--- src/rtl/lcd_text_writer.sv ---
// Command source for an HD44780-style lcd_controller: runs the power-up init
// sequence, then repaints the 2x16 frame buffer whenever it has been written.
module lcd_text_writer #(
   parameter int POWERUP_CYCLES = 750000
) (
   input  logic       clk,
   input  logic       rst,
   input  logic       wr_en,
   input  logic [4:0] wr_addr,
   input  logic [7:0] wr_data,
   input  logic       lcd_ready,
   output logic       lcd_rs,
   output logic       lcd_rw,
   output logic [7:0] lcd_data,
   output logic       lcd_execute,
   output logic       init_done,
   output logic       busy
);

   localparam int CNT_W = (POWERUP_CYCLES > 1) ? $clog2(POWERUP_CYCLES) : 1;
   localparam logic [CNT_W-1:0] CNT_LAST = CNT_W'(POWERUP_CYCLES - 1);

   typedef enum logic [2:0] {S_POWERUP, S_INIT, S_IDLE, S_LINE0, S_LINE1} state_t;
   typedef enum logic [1:0] {X_ISSUE, X_ACCEPT, X_DONE} xfer_t;

   state_t           state;
   xfer_t            xfer;
   logic [CNT_W-1:0] pu_cnt;
   logic [1:0]       init_step;
   logic             cmd_sent;
   logic             dirty;
   logic [4:0]       rd_idx;
   logic [4:0]       idx_nxt;
   logic [7:0]       rd_data;
   logic [7:0]       frame [32];
   logic             byte_done;
   logic [8:0]       next_byte;
   logic [7:0]       init_cmd;

   assign lcd_rw = 1'b0;

   // The read address looks one byte ahead so rd_data is already valid in the
   // first ISSUE cycle after the index advances.
   always_comb begin
      byte_done = (xfer == X_DONE) && lcd_ready;
      idx_nxt   = rd_idx;
      if (byte_done && cmd_sent && (state == S_LINE0 || state == S_LINE1))
         idx_nxt = rd_idx + 5'd1;
   end

   always_comb begin
      case (init_step)
         2'd0:    init_cmd = 8'h38;
         2'd1:    init_cmd = 8'h0C;
         2'd2:    init_cmd = 8'h01;
         default: init_cmd = 8'h06;
      endcase
      next_byte = 9'h000;
      case (state)
         S_INIT:  next_byte = {1'b0, init_cmd};
         S_LINE0: next_byte = cmd_sent ? {1'b1, rd_data} : 9'h080;
         S_LINE1: next_byte = cmd_sent ? {1'b1, rd_data} : 9'h0C0;
         default: next_byte = 9'h000;
      endcase
   end

   always_ff @(posedge clk or negedge rst) begin
      if (!rst) begin
         for (int i = 0; i < 32; i++)
            frame[i] <= 8'h20;
         rd_data <= 8'h20;
      end else begin
         if (wr_en)
            frame[wr_addr] <= wr_data;
         rd_data <= frame[idx_nxt];
      end
   end

   // A write always re-arms dirty, even on the cycle IDLE consumes it.
   always_ff @(posedge clk or negedge rst) begin
      if (!rst) begin
         state       <= S_POWERUP;
         xfer        <= X_ISSUE;
         pu_cnt      <= '0;
         init_step   <= 2'd0;
         cmd_sent    <= 1'b0;
         dirty       <= 1'b1;
         rd_idx      <= 5'd0;
         lcd_rs      <= 1'b0;
         lcd_data    <= 8'h00;
         lcd_execute <= 1'b0;
         init_done   <= 1'b0;
         busy        <= 1'b1;
      end else begin
         if (wr_en)
            dirty <= 1'b1;
         else if (state == S_IDLE)
            dirty <= 1'b0;
         rd_idx <= idx_nxt;
         case (state)
            S_POWERUP: begin
               if (pu_cnt == CNT_LAST)
                  state <= S_INIT;
               else
                  pu_cnt <= pu_cnt + CNT_W'(1);
            end
            S_IDLE: begin
               if (dirty) begin
                  state    <= S_LINE0;
                  busy     <= 1'b1;
                  cmd_sent <= 1'b0;
                  xfer     <= X_ISSUE;
               end
            end
            default: begin
               case (xfer)
                  X_ISSUE: begin
                     if (lcd_ready) begin
                        {lcd_rs, lcd_data} <= next_byte;
                        lcd_execute        <= 1'b1;
                        xfer               <= X_ACCEPT;
                     end
                  end
                  X_ACCEPT: begin
                     lcd_execute <= 1'b0;
                     xfer        <= X_DONE;
                  end
                  default: begin
                     if (byte_done) begin
                        xfer <= X_ISSUE;
                        if (state == S_INIT) begin
                           if (init_step == 2'd3) begin
                              init_done <= 1'b1;
                              busy      <= 1'b0;
                              state     <= S_IDLE;
                           end else begin
                              init_step <= init_step + 2'd1;
                           end
                        end else if (!cmd_sent) begin
                           cmd_sent <= 1'b1;
                        end else if (state == S_LINE0 && rd_idx == 5'd15) begin
                           state    <= S_LINE1;
                           cmd_sent <= 1'b0;
                        end else if (state == S_LINE1 && rd_idx == 5'd31) begin
                           state    <= S_IDLE;
                           busy     <= 1'b0;
                           cmd_sent <= 1'b0;
                        end
                     end
                  end
               endcase
            end
         endcase
      end
   end

endmodule

--- config.mk ---
export PLATFORM = sky130hd
export DESIGN_NAME = lcd_text_writer
export DESIGN_NICKNAME = d
export VERILOG_FILES = /design/src/rtl/lcd_text_writer.sv
export SDC_FILE = /design/constraint.sdc
export NUM_CORES = 1
export LEC_CHECK = 0
export ABC_AREA = 1
export CORE_AREA = 2 2 222 115
export CTS_BUF_LIST = sky130_fd_sc_hd__clkbuf_8
export DETAILED_ROUTE_END_ITERATION = 8
export DIE_AREA = 0 0 224 117
export GPL_TIMING_DRIVEN = 1
export PLACE_DENSITY = 0.88
export REMOVE_ABC_BUFFERS = 1
export SLEW_MARGIN = 0
export SYNTH_ARGS = -nofsm -noshare
export SYNTH_HDL_FRONTEND = slang
export SYNTH_SLANG_ARGS = --single-unit
--- constraint.sdc ---
create_clock -name clk -period 2.4 [get_ports clk]
set_input_delay 0.72 -clock clk [delete_from_list [all_inputs] [get_ports clk]]
set_output_delay 0.72 -clock clk [all_outputs]
set_load 0.005 [all_outputs]
==> metrics.md <==
| Metric | Value |
|---|---|
| Die Area | `around 0.026 mm²` |
| CP Cell Sequence | `clkdlybuf4s50_1` |
| Synth Flop Type | `dfrtp_1` |
| Clock Tree Root | `clkbuf_8` |
| Util after Layout | `0.735` |
| Crit path max fanout | `2` |
| Detailed-route wire length | `46.3 mm` |
| Number of vias per cell | `5.94` |
| CP startpoint kind | `flop` |
| NumNets Final | `2069` |
| CP Class | `flop to output pin` |
| WP data required | `1.68 ns` |
| LEAKAGE | `just under 9 nW` |
| Worst slew margin | `0.571` |
| Design Area, Final | `0.0180 mm²` |
| Area grow syn2layout | `16.0%` |
| Ranking of synthesized cells by area | `dfrtp_1, nand2_1, nand3_1` |
| Final worst setup slack | `0.0953 ns` |
| Initial DRC Count | `~2100` |
| Total power | `19.1 mW` |
| Number of synthesized flops with an enable pin | `0` |
| Ant. Diodes | `0` |
| Setup WS pre-CTS | `-0.682 ns` |
| Row count | `41` |
| Power per cell area | `1060 mW/mm²` |
| Post-synth ARST share | `1.00` |
| Max_cap viols | `0` |
| RD Place Congestion | `0.984` |
| Synth Area per Inst | `slightly below 8 µm²` |
| Initial Utilization | `0.633` |
| Worst-Skew Late Latency | `0.61 ns` |
| Syn. warnings | `0` |
| Critical Path Sink Type | `output pin` |
| DP Area | `0.0169 mm²` |
| Max-slew violation count | `0` |
| CTS Buf Count | `45` |
| Fillcell total | `1803` |
| Min cycle time layout | `approximately 2.3 ns` |
| Worst min path class | `primary input to async pin` |
| Cell variety after synth | `38` |
| Global-route usage over all layers | `0.366` |
| Overflow after GRT | `0` |
| Finish-stage setup viols | `0` |
| TNS Setup | `0 ns` |
| Final hold viol count | `0` |
| DR pass1 iterations | `6` |
| Synthesized area | `0.0155 mm²` |
| H-tree depth | `2` |
| Worst path top cell family by delay | `flip-flops` |
| Die H | `~120 µm` |
| CORE AREA | `between 0.02 and 0.025 mm²` |
| Num ports | `30` |
| Share of cells above drive strength 1 | `0.118` |
| Mapped Cells | `1966` |
| Status | `completed` |
| Multi-input gate area | `0.00631 mm²` |
| Port Buffers | `28` |
| Worst vdd ir | `between 0.0004 and 0.0005 V` |
| Bufs and invs on worst path | `1` |
| Register bit count reported by yosys | `between 300 and 400` |
| DR WL/cell | `19.3 µm` |
| Initial antenna violation count | `0` |
| First-pass GRT wire length | `73.4 mm` |
| Num Clock Sinks | `310` |
| RSZ-0062 raised after global routing | `yes` |
| CTS tree | `yes` |
| Maximum root-to-sink buffer count | `3` |
| Slowest cell on the critical path | `dfstp_2` |
| Post-DP HPWL | `30.5 mm` |
| Routed Antenna Nets | `0` |
| Tcrit/Tclk final | `0.960` |
| Layout Skew | `0.0522 ns` |
| Number of global-route vias before repair | `13600` |
| Seq/Total Area, Yosys | `0.503` |
| Die W | `224 µm` |
| Largest net degree at the start of global routing | `between 50 and 60` |
| Synth top cells by count | `nand2_1, nand3_1, o21ai_0` |
| Synth area leader | `dfrtp_1` |
| Routed vias | `14300` |
| CP peak stage delay | `between 0.5 and 0.6 ns` |
| Number of remaining DRC errors | `0` |
| Worst-margin pin slew | `approximately 0.64 ns` |
| Clock slew seen by the registers of the worst setup and hold paths | `0.06 ns` |
| Share of the synthesized area in the top cell type | `0.444` |
| Crit path DAT | `1.58 ns` |
| Most frequent cell after synthesis | `nand2_1` |
| Register Area | `0.00780 mm²` |
| Max Fclk | `approximately 430 MHz` |
logic make-up (layout without fill, tap and decap cells):
logic type,after synthesis,count (layout),synth area share
buffers and inverters,361,475,0.0956
XOR/XNOR,20,20,0.0113
AO/OA/AOI/OAI,297,297,0.0986
other,1,1,0.000242
adder cells (fa/ha/maj),9,9,0.00727
AND/OR/NAND/NOR,968,968,0.284
flip-flops,310,310,0.503
flip-flops by register name, indices dropped and copies added (netlist names):
signal / count
busy: 1
cmd_sent: 1
dirty: 1
frame: 256
init_done: 1
init_step: 2
lcd_data: 8
lcd_execute: 1
lcd_rs: 1
pu_cnt: 20
rd_data: 8
rd_idx: 5
state: 3
xfer: 2
cell type report:
type	count	area share
clock buffers	58	0.0444
multi-input cells	1295	0.351
clock inverters	26	0.00592
repair buffers	146	0.0913
inverters	245	0.0512
flip-flops and latches	310	0.434
well taps	322	0.0224
per-layer routing:
metal  wire length (µm)  track usage  vias up
met3               6770        0.127      118
li1                   -            -     6498
met5                  0       0.0161        -
met1              19700        0.528     6792
met4               1090        0.115        0
met2              18800        0.520      858
layout by cell type, fill, tap and decap left out, types with 2 or more instances in the layout:
cell | synthesis | routed
a21oi_1 | 3 | 3
a22oi_1 | 3 | 3
buf_12 | 0 | 33
buf_4 | 12 | 80
buf_6 | 3 | 3
clkbuf_8 | 0 | 58
clkdlybuf4s50_1 | 0 | 26
clkinvlp_4 | 0 | 2
dfrtp_1 | 275 | 275
dfstp_2 | 35 | 35
ha_1 | 9 | 9
inv_1 | 239 | 262
inv_2 | 6 | 6
nand2_1 | 530 | 526
nand2_2 | 2 | 4
nand2_8 | 0 | 2
nand3_1 | 291 | 283
nand3_2 | 1 | 8
nand3b_1 | 72 | 72
nand4_1 | 13 | 13
nor2_1 | 26 | 24
nor2_2 | 0 | 2
nor3_1 | 22 | 22
nor3_2 | 3 | 3
nor3b_1 | 2 | 2
nor4_1 | 2 | 2
o211ai_1 | 2 | 2
o21ai_0 | 278 | 278
o21ai_1 | 4 | 4
o21bai_1 | 2 | 2
xnor2_1 | 6 | 6
xor2_1 | 14 | 14
what timing repair did:
item / 4_1_cts / 5_1_grt
hold endpoints to repair: 0 / 0
pin swaps: 3 / 3
resized for setup: 8 / 8
setup buffers: 4 / 1
setup endpoints to repair: 2 / 10
hold buffers: 0 / 0
gates cloned: 1 / 1
power breakdown:
group	switching (mW)	total [mW]	internal, mW	leakage, nW
registers	0.691	7.13	6.44	3.88
logic	4.76	7.72	2.96	4.24
clock network	2.12	4.29	2.17	0.544
worst paths after layout:
path | startpoint | end | slack (ns) | cells past startpoint
min reg2reg | pu_cnt[7] | pu_cnt[7] | 0.48 | 1
max reg2reg | state[1] | rd_data[2] | 0.12 | 14
min in group clk | pu_cnt[7] | pu_cnt[7] | 0.48 | 1
min | rst | frame[1] | 0.05 | 1
max in group asynchronous | rst | frame[237] | 1.57 | 2
max | busy | busy | 0.1 | 1
through the flow:
step | hold WS (ns) | std cells
after detailed placement | 0.460 | 2311
final | 0.0474 | 2402
after global placement | 0.458 | 2311
after global routing | 0.0770 | 2402
after CTS | 0.0561 | 2400
after floorplan | 0.424 | 1850
Power figures use the tool's default switching activity.
